--- src/rtl/dm_multi_hart_ctrl.sv ---
// rtl/dm_multi_hart_ctrl.sv - multi-hart debug module core: DMI register file, halt/resume fan-out, abstract command engine
module dm_multi_hart_ctrl #(
  parameter int NUM_HARTS = 4,
  parameter int REGADDR_W = 16,
  parameter int TIMEOUT   = 255
) (
  input  logic                 clk_i,
  input  logic                 reset_i,
  input  logic [1:0]           dmi_req_op_i,
  input  logic [31:0]          dmi_req_data_i,
  input  logic [6:0]           dmi_req_address_i,
  input  logic                 dmi_req_valid_i,
  output logic                 dmi_req_ready_o,
  output logic                 dmi_rsp_valid_o,
  output logic [31:0]          dmi_rsp_data_o,
  output logic [1:0]           dmi_rsp_op_o,
  output logic [NUM_HARTS-1:0] hart_halt_req_o,
  input  logic [NUM_HARTS-1:0] hart_halt_ack_i,
  output logic [NUM_HARTS-1:0] hart_resume_req_o,
  input  logic [NUM_HARTS-1:0] hart_resume_ack_i,
  output logic                 hart_reg_en_o,
  output logic                 hart_reg_wr_o,
  output logic [NUM_HARTS-1:0] hart_reg_sel_o,
  output logic [REGADDR_W-1:0] hart_reg_addr_o,
  output logic [31:0]          hart_reg_wdata_o,
  input  logic [31:0]          hart_reg_rdata_i,
  input  logic                 hart_reg_done_i
);

  typedef enum logic {S_IDLE, S_RSP} dmi_state_t;
  typedef enum logic {E_IDLE, E_ACC} eng_state_t;

  localparam logic [6:0] A_DATA0   = 7'h04;
  localparam logic [6:0] A_DMCTRL  = 7'h10;
  localparam logic [6:0] A_DMSTAT  = 7'h11;
  localparam logic [6:0] A_ABSCS   = 7'h16;
  localparam logic [6:0] A_COMMAND = 7'h17;

  dmi_state_t           r_dmi_state;
  eng_state_t           r_eng_state;
  logic                 r_rsp_valid;
  logic [31:0]          r_rsp_data;
  logic [1:0]           r_rsp_op;
  logic [31:0]          r_data0;
  logic                 r_dmactive;
  logic                 r_haltreq;
  logic [9:0]           r_hartsel;
  logic [2:0]           r_cmderr;
  logic [NUM_HARTS-1:0] r_halted;
  logic [NUM_HARTS-1:0] r_resume_pending;
  logic [NUM_HARTS-1:0] r_resumeack;
  logic [NUM_HARTS-1:0] r_cmd_sel;
  logic [REGADDR_W-1:0] r_cmd_addr;
  logic                 r_cmd_wr;
  logic [31:0]          r_tmo_cnt;

  logic                 w_accept;
  logic                 w_busy;
  logic                 w_abort;
  logic                 w_sel_exists;
  logic                 w_sel_halted;
  logic                 w_sel_running;
  logic                 w_sel_resumeack;
  logic [NUM_HARTS-1:0] w_sel_onehot;
  logic [NUM_HARTS-1:0] w_wr_onehot;
  logic [NUM_HARTS-1:0] w_resume_hit;
  logic [31:0]          w_dmstatus;
  logic [31:0]          w_rd_data;

  assign w_accept = dmi_req_valid_i && (r_dmi_state == S_IDLE);
  assign w_busy   = (r_eng_state == E_ACC);
  assign w_abort  = w_accept && (dmi_req_op_i == 2'd2) &&
                    (dmi_req_address_i == A_DMCTRL) && !dmi_req_data_i[0];

  // Hart decode by comparison so hartsel values beyond NUM_HARTS never index out of range.
  always_comb begin
    w_sel_onehot = '0;
    w_wr_onehot  = '0;
    for (int h = 0; h < NUM_HARTS; h++) begin
      w_sel_onehot[h] = (r_hartsel == 10'(h));
      w_wr_onehot[h]  = (dmi_req_data_i[25:16] == 10'(h));
    end
  end

  assign w_sel_exists    = ({22'd0, r_hartsel} < 32'(NUM_HARTS));
  assign w_sel_halted    = |(w_sel_onehot & r_halted);
  assign w_sel_running   = w_sel_exists && !w_sel_halted;
  assign w_sel_resumeack = |(w_sel_onehot & r_resumeack);
  assign w_resume_hit    = w_wr_onehot & r_halted;

  assign w_dmstatus = {14'd0, {2{w_sel_resumeack}}, {2{!w_sel_exists}}, 2'b00,
                       {2{w_sel_running}}, {2{w_sel_halted}}, 4'd0, 4'd2};

  always_comb begin
    w_rd_data = '0;
    case (dmi_req_address_i)
      A_DATA0:  w_rd_data = r_data0;
      A_DMCTRL: w_rd_data = {r_haltreq, 1'b0, 4'd0, r_hartsel, 15'd0, r_dmactive};
      A_DMSTAT: w_rd_data = w_dmstatus;
      A_ABSCS:  w_rd_data = {19'd0, w_busy, 1'b0, r_cmderr, 4'd0, 4'd1};
      default:  w_rd_data = '0;
    endcase
  end

  assign dmi_req_ready_o   = (r_dmi_state == S_IDLE);
  assign dmi_rsp_valid_o   = r_rsp_valid;
  assign dmi_rsp_data_o    = r_rsp_data;
  assign dmi_rsp_op_o      = r_rsp_op;
  assign hart_halt_req_o   = (r_dmactive && r_haltreq) ? (w_sel_onehot & ~r_halted) : '0;
  assign hart_resume_req_o = r_dmactive ? r_resume_pending : '0;
  assign hart_reg_en_o     = w_busy;
  assign hart_reg_wr_o     = w_busy && r_cmd_wr;
  assign hart_reg_sel_o    = w_busy ? r_cmd_sel : '0;
  assign hart_reg_addr_o   = w_busy ? r_cmd_addr : '0;
  assign hart_reg_wdata_o  = w_busy ? r_data0 : '0;

  always_ff @(posedge clk_i) begin
    if (reset_i) begin
      r_dmi_state      <= S_IDLE;
      r_eng_state      <= E_IDLE;
      r_rsp_valid      <= 1'b0;
      r_rsp_data       <= '0;
      r_rsp_op         <= '0;
      r_data0          <= '0;
      r_dmactive       <= 1'b0;
      r_haltreq        <= 1'b0;
      r_hartsel        <= '0;
      r_cmderr         <= '0;
      r_halted         <= '0;
      r_resume_pending <= '0;
      r_resumeack      <= '0;
      r_cmd_sel        <= '0;
      r_cmd_addr       <= '0;
      r_cmd_wr         <= 1'b0;
      r_tmo_cnt        <= '0;
    end else begin
      r_rsp_valid      <= 1'b0;
      r_halted         <= (r_halted | hart_halt_ack_i) & ~hart_resume_ack_i;
      r_resume_pending <= r_resume_pending & ~hart_resume_ack_i;
      r_resumeack      <= r_resumeack | hart_resume_ack_i;

      case (r_dmi_state)
        S_IDLE: if (w_accept) begin
          r_dmi_state <= S_RSP;
          r_rsp_valid <= 1'b1;
          r_rsp_data  <= '0;
          r_rsp_op    <= 2'd0;
          if (dmi_req_op_i == 2'd3) begin
            r_rsp_op <= 2'd2;
          end else if (dmi_req_op_i == 2'd1) begin
            r_rsp_data <= w_rd_data;
          end else if (dmi_req_op_i == 2'd2) begin
            if (dmi_req_address_i == A_DMCTRL) begin
              r_dmactive <= dmi_req_data_i[0];
              r_haltreq  <= dmi_req_data_i[31];
              r_hartsel  <= dmi_req_data_i[25:16];
              if (!dmi_req_data_i[0]) begin
                r_eng_state <= E_IDLE;
              end else if (dmi_req_data_i[30] && !dmi_req_data_i[31]) begin
                r_resume_pending <= (r_resume_pending & ~hart_resume_ack_i) | w_resume_hit;
                r_resumeack      <= (r_resumeack | hart_resume_ack_i) & ~w_resume_hit;
              end
            end else if (r_dmactive) begin
              case (dmi_req_address_i)
                A_DATA0: begin
                  if (!w_busy) r_data0 <= dmi_req_data_i;
                  else if (r_cmderr == 3'd0) r_cmderr <= 3'd1;
                end
                A_ABSCS: r_cmderr <= r_cmderr & ~dmi_req_data_i[10:8];
                A_COMMAND: begin
                  if (w_busy) begin
                    if (r_cmderr == 3'd0) r_cmderr <= 3'd1;
                  end else if (r_cmderr != 3'd0) begin
                    r_cmderr <= r_cmderr;
                  end else if (dmi_req_data_i[31:24] != 8'd0 || dmi_req_data_i[22:20] != 3'd2) begin
                    r_cmderr <= 3'd2;
                  end else if (!w_sel_exists || !w_sel_halted) begin
                    r_cmderr <= 3'd4;
                  end else if (dmi_req_data_i[17]) begin
                    r_eng_state <= E_ACC;
                    r_tmo_cnt   <= '0;
                    r_cmd_sel   <= w_sel_onehot;
                    r_cmd_addr  <= dmi_req_data_i[REGADDR_W-1:0];
                    r_cmd_wr    <= dmi_req_data_i[16];
                  end
                end
                default: ;
              endcase
            end
          end
        end
        S_RSP: r_dmi_state <= S_IDLE;
        default: r_dmi_state <= S_IDLE;
      endcase

      // Engine completion wins over a same-cycle cmderr update from DMI; deactivation wins over both.
      if (w_busy && !w_abort) begin
        if (hart_reg_done_i) begin
          if (!r_cmd_wr) r_data0 <= hart_reg_rdata_i;
          r_eng_state <= E_IDLE;
        end else if (r_tmo_cnt == 32'(TIMEOUT - 1)) begin
          r_eng_state <= E_IDLE;
          r_cmderr    <= 3'd3;
        end else begin
          r_tmo_cnt <= r_tmo_cnt + 32'd1;
        end
      end
    end
  end

endmodule

--- config.mk ---
export PLATFORM = sky130hd
export DESIGN_NAME = dm_multi_hart_ctrl
export DESIGN_NICKNAME = d
export VERILOG_FILES = /design/src/rtl/dm_multi_hart_ctrl.sv
export SDC_FILE = /design/constraint.sdc
export NUM_CORES = 1
export LEC_CHECK = 0
export ABC_AREA = 0
export CAP_MARGIN = 15
export CORE_MARGIN = 2
export CORE_UTILIZATION = 46
export CTS_BUF_LIST = sky130_fd_sc_hd__clkbuf_8
export CTS_CLUSTER_SIZE = 28
export DETAILED_ROUTE_END_ITERATION = 10
export PLACE_DENSITY_LB_ADDON = 0.1
export SETUP_SLACK_MARGIN = 0.4
export SYNTH_ARGS = -nofsm -noshare
export SYNTH_HDL_FRONTEND = slang
export SYNTH_SLANG_ARGS = --single-unit
export TNS_END_PERCENT = 20
--- constraint.sdc ---
create_clock -name clk_i -period 3.35 [get_ports clk_i]
set_input_delay 0.67 -clock clk_i [delete_from_list [all_inputs] [get_ports clk_i]]
set_output_delay 0.67 -clock clk_i [all_outputs]
set_load 0.01 [all_outputs]
# After elaboration in Yosys (flattened, before gate mapping)
# Index checks and enable logic that the tools add are counted.
[classes] add_sub_neg=1 magnitude_cmp=1 eq_ne=16 mux=89 bitwise=23 reduce_logical=27
[op_table] operator="32-bit two-way mux" n=31
[op_table] operator="32-bit case mux with 4 select lines" n=1
[op_table] operator="4-bit two-way mux" n=19
[op_table] operator="3-bit two-way mux" n=16
[op_table] operator="10-bit by 2-bit equality test with 1-bit output, second input constant" n=4
[op_table] operator="32-bit by 1-bit adder with 32-bit output, second input constant" n=1
[op_table] operator="32-bit by 8-bit equality test with 1-bit output, second input constant" n=1
[op_table] operator="4-bit AND" n=7
[op_table] operator="7-bit by 5-bit equality test with 1-bit output, second input constant" n=4
[op_table] operator="10-bit by 1-bit equality test with 1-bit output, second input constant" n=2
[op_table] operator="10-bit zero test" n=2
[op_table] operator="1-bit two-way mux" n=18
[op_table] operator="16-bit two-way mux" n=1
[op_table] operator="13-bit AND reduction" n=1
[op_table] operator="4-bit NOT" n=3
[op_table] operator="4-bit OR" n=3
[op_table] operator="10-bit by 3-bit < comparator with 1-bit output, second input constant" n=1
[op_table] operator="1-bit logical AND" n=9
[op_table] operator="3-bit case mux with 3 select lines" n=1
[op_table] operator="1-bit NOT" n=8
[op_table] operator="8-bit nonzero test" n=1
[op_table] operator="4-bit OR reduction" n=2
[op_table] operator="7-bit by 3-bit equality test with 1-bit output, second input constant" n=1
[op_table] operator="6-bit AND reduction" n=1
[op_table] operator="other kinds (13)" n=19
[word_totals] register_bits=149 input_bits=85 out_inout_bits=98 word_cells=174

# Longest topological paths before layout
# Gate-level depths: netlist (run 1).
[logic_depth] word_depth=20 ltp_mapped=10 mapped_depth_nobuf=7

# Least setup slack after synthesis (run 1)
# OpenSTA, ideal clock, no wires.
[synth_timing] kind="input-to-reg" from="in dmi_req_data_i[31]" to="reg r_cmd_addr[10]" setup_ns=0.128 arrival_ns=3.100 required_ns=3.222 path_slack_ns=0.122 stages=9 path_buffers=3 path_cell_list="or4_4 > or4_4 > or4b_1 > or3_1 > buf_2 > buf_6 > buf_6 > mux2i_1 > nor2_1"
[synth_between] elab_chain_cells=4
[synth_rtl] element="start, declared" line="10" rtl="input logic [31:0] dmi_req_data_i,"
[synth_rtl] element="8-bit nonzero test" line="175" rtl="end else if (dmi_req_data_i[31:24] != 8'd0 || dmi_req_data_i[22:20] != 3'd2) begin"
[synth_rtl] element="1-bit logical OR" line="175"
[synth_rtl] element="1-bit NOT (no source line)"
[synth_rtl] element="13-bit AND reduction (no source line)"
[synth_rtl] element="end signal, assigned" line="183" rtl="r_cmd_addr <= dmi_req_data_i[REGADDR_W-1:0];"
[synth_rtl] element="end, declared" line="53" rtl="logic [REGADDR_W-1:0] r_cmd_addr;"
# No other way between the ends.
# A chain may end at the register's enable or synchronous reset.

# Worst setup path in the final report (run 1)
[layout_timing] from="in dmi_req_data_i[27]" to="reg r_cmd_sel[0]"
[layout_between] elab_chain_cells=4
[layout_rtl] element="8-bit nonzero test" line="175"
[layout_rtl] element="1-bit logical OR" line="175"
[layout_rtl] element="1-bit NOT (no source line)"
[layout_rtl] element="13-bit AND reduction (no source line)"
[layout_rtl] element="end signal, assigned" line="182" rtl="r_cmd_sel <= w_sel_onehot;"
[layout_rtl] element="end, declared" line="52" rtl="logic [NUM_HARTS-1:0] r_cmd_sel;"
# No other way between the ends.

==> metrics.txt, run 1 <==
All-Layer GR Usage=between 20% and 30%; TNS Setup=0 ns; CTS Buffer Depth=2; ratio of final minimum period to clock period=90.3%; worst-skew pair later-pin latency=0.45 ns; Port Buffers=181; unrepaired setup endpoints after global routing=yes; Final setup viols=0; CP arrival=about 3.4 ns; final wirelength=22,200 µm; Hold-fix buffers, CTS=0; maxcap violations=0; Syn Std Cell Area=7050 µm²; FFs w/ async S/R, synth=0%; Area Overhead vs Synth=39.8%; CP dominant cell by count=or4_4; Num CTS Buffers=17; met2 routed WL=10,600 µm; WL met1=9600 µm; DR WL/cell=18.1 µm; LEAKAGE=3.58 nW; Worst-Margin Slew=about 0.64 ns; post-synthesis sequential area ratio=41.7%; worst vdd ir=approximately 0.25 mV; vias in the first global route=around 6,700; utilization after layout=65.4%; CP max stage cell=or4_4; detailed-route via count=7,051; Mapped Nets=921; number of fill cells=1,292; initial antenna violation count=0; Sw Share=~23%; full die area=16,300 µm²; CP cell instances=dlygate4sd2_1 > or4_4 > or4_4 > or4b_4 > or3_4 > or4_1 > a21oi_1; GRT overflow=0; I/O Pins=183; Die Ht=128 µm; clock share of power=between 40 and 50%; Int Pwr=2.69 mW; Crit. End Element=flop; Layout Nets=1,112; sw power=800 µW; Distinct cells, synth=53; max layer used=met4; first-pass GRT wire length=35,500 µm; ratio of cells with drive above 1 in the final layout=11.2%; Fmax=331 MHz; HPWL after detailed placement=around 16,000 µm; pwr/cell area=354 nW/µm²; # DRC=0; post-route design area=9860 µm²; largest net degree at the start of global routing=58; Slew HR=a little under three fifths; CTS tree=built; synthesized netlist cell count=834; initial core utilization=46.7%; critical path type=input port to flop; Clock Pin Slew Worst Setup and Hold Paths=0.08 ns; warnings from Yosys=0; Fin. Hold Viols=0; DR vias/cell=about 5.8; WHS=0.455 ns; Hold Path Class=flop to flop; number of diodes=0; FF+latch count, synth=147; WP data required=3.73 ns; DRT antenna net count=0; fin crit period=3.02 ns; Worst Clk Skew=0.0122 ns; Logic pwr share=6.0%; core area=15,100 µm²; std cell rows=45; Flop pwr share=50.3%; Post-synth EDFFs=0; Primary FF master, synth=dfxtp_1; fin. max-slew vios=0; clock root buffer master=clkbuf_8; H-tree depth=4; slowest stage delay, CP=0.50 ns; status=completed; Avg Synthesized Cell Area=8.46 µm²; DRT iter0 DRCs=465; drt pass-1 iters=5; Worst Path Max Fanout=5; startpoint types=input port; DR WL met3=1490 µm; post-placement cell area=9300 µm²; Num Clock Sinks=roughly 150; Die X=128 µm; GP Congestion=between 0.8 and 0.9
==> cells by family (layout without fill, tap and decap cells) <==
family                   after synthesis  after routing  synth area share [%]
AO/OA/AOI/OAI                        172            172                  17.6
multiplexers                          61             61                  9.01
other                                  1              1                0.0532
buffers and inverters                 76            278                  4.36
AND/OR/NAND/NOR                      375            376                  26.9
flip-flops                           147            147                  41.7
adder cells (fa/ha/maj)                2              2                 0.355
==> layout make-up <==
cell class	instances	area (µm²)	share of cell area, %
Multi-Input combinational cell	612	3880	39.4
Clock buffer	18	248	2.51
Inverter	9	33.8	0.343
Clock inverter	13	185	1.88
Sequential cell	147	2950	29.9
Timing Repair Buffer	238	2330	23.6
Tap cell	188	235	2.39
==> flip-flops by register name (all words and copies together) (netlist names), 3 cells and up <==
signal            flops
dmi_rsp_data_o       32
r_data0              32
r_tmo_cnt            32
r_cmd_addr           16
r_hartsel            10
r_cmd_sel             4
r_halted              4
r_resume_pending      4
r_resumeack           4
r_cmderr              3
==> cells in the mapped netlist (3+ instances only) <==
cell type | n | area share [%]
a211oi_1 | 36 | 3.8
a21o_1 | 3 | 0.32
a21oi_1 | 29 | 2.1
a22o_1 | 10 | 1.2
a22oi_1 | 33 | 3.5
a311oi_1 | 20 | 2.5
a31oi_1 | 7 | 0.62
and2_1 | 63 | 5.6
and3_1 | 4 | 0.35
and4_1 | 4 | 0.50
buf_1 | 6 | 0.32
buf_2 | 3 | 0.21
clkbuf_1 | 55 | 2.9
dfxtp_1 | 147 | 42
inv_1 | 9 | 0.48
mux2i_1 | 59 | 8.4
nand2_1 | 52 | 2.8
nand2b_1 | 6 | 0.53
nand3_1 | 33 | 2.3
nand3b_1 | 3 | 0.32
nand4_1 | 12 | 1.1
nor2_1 | 121 | 6.4
nor3_1 | 25 | 1.8
nor3b_1 | 3 | 0.32
nor4_1 | 18 | 1.6
nor4b_1 | 5 | 0.62
o211a_1 | 3 | 0.43
o211ai_1 | 3 | 0.32
o21a_1 | 5 | 0.53
o21ai_0 | 13 | 0.92
or3_1 | 13 | 1.2
or4_1 | 3 | 0.32
==> layer usage <==
layer  vias to the layer above  track usage, %
met5                         -               0
met4                         0            8.60
met3                        34            8.10
met2                       219            44.5
met1                      3378            35.2
li1                       3420               -
==> per-stage QoR <==
| stage | std cells | total power [mW] | setup WS, ns |
|---|---|---|---|
| 2_1_floorplan | 834 | 1.85 | 0.122 |
| 3_3_place_gp | 1188 | 2.01 | -0.424 |
| 3_5_place_dp | 1188 | 2.01 | -0.479 |
| 4_1_cts | 1225 | 3.52 | 0.224 |
| 5_1_grt | 1225 | 3.61 | 0.175 |
| 6_report | 1225 | 3.49 | 0.325 |
==> final timing paths <==
kind                      startpoint                 to  slack [ns]  cells after the start
setup / recovery  dmi_req_data_i[27]       r_cmd_sel[0]        0.33                      7
hold / removal     dmi_rsp_data_o[9]  dmi_rsp_data_o[9]        0.46                      2
setup reg to reg        r_hartsel[0]       r_cmd_sel[0]        0.73                      6
hold reg to reg    dmi_rsp_data_o[9]  dmi_rsp_data_o[9]        0.46                      2
==> cells in the final DEF, fill, tap and decap left out, drive strengths merged, types with 6 or more instances in the layout <==
master	Yosys	layout
clkdlybuf4s50	0	169
a21oi	29	29
o21ai	13	13
a22o	10	10
and2	63	63
nor3	25	25
a311oi	20	20
a22oi	33	33
a31oi	7	7
or3	13	14
nand2	52	52
buf	12	60
inv	9	9
dfxtp	147	147
mux2i	59	59
nand4	12	12
nand2b	6	6
nor4	18	18
nand3	33	33
a211oi	36	36
clkbuf	55	18
nor2	121	121
==> worst max-delay path: cells and delay by family <==
family / cells / cell delay [ns]
buffers and inverters: 1 / 0.25
AOI/OAI and AO/OA: 1 / 0.12
and+or+nand+nor: 5 / 2.37
==> power groups by stage <==
stage | Combinational (mW) | Clock, mW | Sequential [mW]
finish | 0.210 | 1.53 | 1.76
global route | 0.225 | 1.63 | 1.76
CTS | 0.210 | 1.55 | 1.76
detailed placement | 0.211 | 0 | 1.80
global placement | 0.211 | 0 | 1.80
floorplan | 0.0565 | 0 | 1.80
==> timing repair <==
item                       CTS  global route
resized for setup           35             4
setup endpoints to repair  112            93
pin swaps                    7             2
buffers inserted             4             0
gates cloned                 2             0
Note: power is estimated with default switching activity, not from simulation.
==> run 2, diff against run 1 <==
- CORE_UTILIZATION: 46 -> 50
- TNS_END_PERCENT: 20 -> not set
- clock period: 3.35 -> 2.9 ns (I/O delays scaled with it)
==> metrics.txt, run 2 (synthesized netlist as in run 1, its figures left out) <==
status=completed; Num Clock Sinks=147 (unchanged); CTS Buffer Depth=2 (unchanged); Reg2Reg Launch Point=r_hartsel[0]; drt pass-1 iters=5 (unchanged); highest-count cells in the layout ignoring fill and taps=clkdlybuf4s50_1 (167), dfxtp_1 (143), nor2_1 (120); GP Congestion=0.874 (+0.31%); Die X=123 µm (-4.0%); DR vias/cell=6.03 (+4.8%); Port Buffers=181 (unchanged); Layout Nets=1,145 (+3.0%); DR WL/cell=19.1 µm (+5.5%); WHS=0.449 ns (-0.00643 ns); DRT iter0 DRCs=634 (+36%); leading cell type in the layout, fill and taps excluded=clkdlybuf4s50_1; initial core utilization=51.0% (+4.3 points); startpoint types=input port; worst hold start=dmi_req_data_i[24]; Slew HR=59.8% (+2.3 points); CTS tree=built; number of diodes=0 (unchanged); I/O Pins=183 (unchanged); final wirelength=23,900 µm (+7.7%); detailed-route via count=7,544 (+7.0%); maxcap violations=0 (unchanged); largest net degree at the start of global routing=56 (-3.4%); DRT antenna net count=0 (unchanged); std cell rows=43 (-4.4%); Final setup viols=0 (unchanged); clock root buffer master=clkbuf_8; worst-skew pair later-pin latency=0.48 ns (+0.03 ns); r2r setup slk=0.32 ns (-0.41 ns); unrepaired setup endpoints after global routing=yes; core area=13,800 µm² (-8.4%); Worst Path Max Fanout=7 (+2); Flop pwr share=48.8% (-1.5 points); ratio of cells with drive above 1 in the final layout=17.2% (+6.0 points); vias in the first global route=7,506 (+12%); Sw Share=21.9% (-1.0 points); LEAKAGE=3.83 nW (+7.1%); HPWL after detailed placement=16,300 µm (+4.5%); Fmax=356 MHz; All-Layer GR Usage=31.6% (+4.2 points); first-pass GRT wire length=37,300 µm (+5.0%); Area Overhead vs Synth=48.1%; sw power=911 µW (+14%); Die Ht=123 µm (-4.0%); Worst-Margin Slew=0.602 ns (-0.0339 ns); ratio of final minimum period to clock period=96.9%; Int Pwr=3.25 mW (+21%); initial antenna violation count=0 (unchanged); worst vdd ir=0.298 mV (+18%); Fin. Hold Viols=0 (unchanged); fin. max-slew vios=0 (unchanged); Hold Path Class=input port to flop; clock share of power=44.7% (+1.0 points); CP arrival=3.14 ns (-0.26 ns); utilization after layout=75.6% (+10 points); fin crit period=2.81 ns; CP startpoint=dmi_req_data_i[27]; Num CTS Buffers=17 (unchanged); Total Power=4.16 mW (+19%); GRT overflow=0 (unchanged); # DRC=0 (unchanged); full die area=15,100 µm² (-7.8%); Crit. End Element=flop; Hold-fix buffers, CTS=0 (unchanged); critical path type=input port to flop; pwr/cell area=399 nW/µm² (+13%); TNS Setup=0 ns (unchanged); Logic pwr share=6.5% (+0.5 points); Worst Clk Skew=0.0117 ns (-0.000514 ns); Clock Pin Slew Worst Setup and Hold Paths=0.07 ns (about the same); WP data required=3.23 ns (-0.50 ns); H-tree depth=4 (unchanged)
## run 2: cell count changes in the layout (fill, tap and decap cells not counted), sizes merged
cell           before  now
buf                60   98
bufinv              4    5
clkbuf             18   24
clkdlybuf4s15       3    1
clkdlybuf4s50     169  167
clkinvlp            5    1
dlygate4sd2         4    0
dlymetal6s2s        2    1
inv                 9   11
## run 2: metrics by stage
step           setup WS (ns)  area (µm²)  instances
2_1_floorplan         -0.238        7080        834
3_3_place_gp          -0.750        9440       1197
3_5_place_dp          -0.801        9440       1197
4_1_cts               0.0829       10100       1241
5_1_grt               0.0611       10400       1251
6_report              0.0908       10400       1251
## run 2: path summary, 6_finish.rpt
| path | end | cells past startpoint |
|---|---|---|
| worst max-delay path | r_tmo_cnt[7] | 9 |
| worst max register to register | r_tmo_cnt[7] | 8 |
| worst min-delay path | r_hartsel[8] | 4 |
| worst min register to register | dmi_rsp_data_o[8] | 2 |
## run 2: layer usage
layer | vias to the layer above | part of all wire, % | GRT usage, %
li1 | 3481 | - | -
met4 | 0 | 3.6 | 15.4
met2 | 320 | 51 | 54.9
met1 | 3666 | 38 | 35.5
met5 | - | 0 | 0
met3 | 77 | 6.9 | 8.78
## run 2: area by class of cell
type,count,area (µm²)
Timing Repair Buffer,271,2660
Multi-Input combinational cell,612,4110
Sequential cell,147,2950
Clock inverter,12,185
Clock buffer,20,275
Fill cell,971,3380
Inverter,9,33.8
Tap cell,180,225
## run 2: power by group through the flow
stage	registers, mW	clock network (mW)	logic, mW
floorplan	2.08	0	0.0660
global placement	2.08	0	0.251
detailed placement	2.08	0	0.257
CTS	2.03	1.87	0.258
global route	2.03	1.96	0.286
finish	2.03	1.86	0.271
## run 2: repair_timing
item / 4_1_cts / 5_1_grt
pin swaps: 16 / 23
cloned: 2 / 3
endpoints found under the setup margin: 98 / 106
setup buffers: 10 / 7
gates resized for setup: 70 / 46
## run 2: critical path, cell delays in order
cell	delay (ns)
buf_8	0.10
or4_4	0.52
or4_4	0.52
or4b_4	0.53
or3_4	0.39
buf_6	0.15
nand2_8	0.11
buf_12	0.14
a311oi_2	0.10
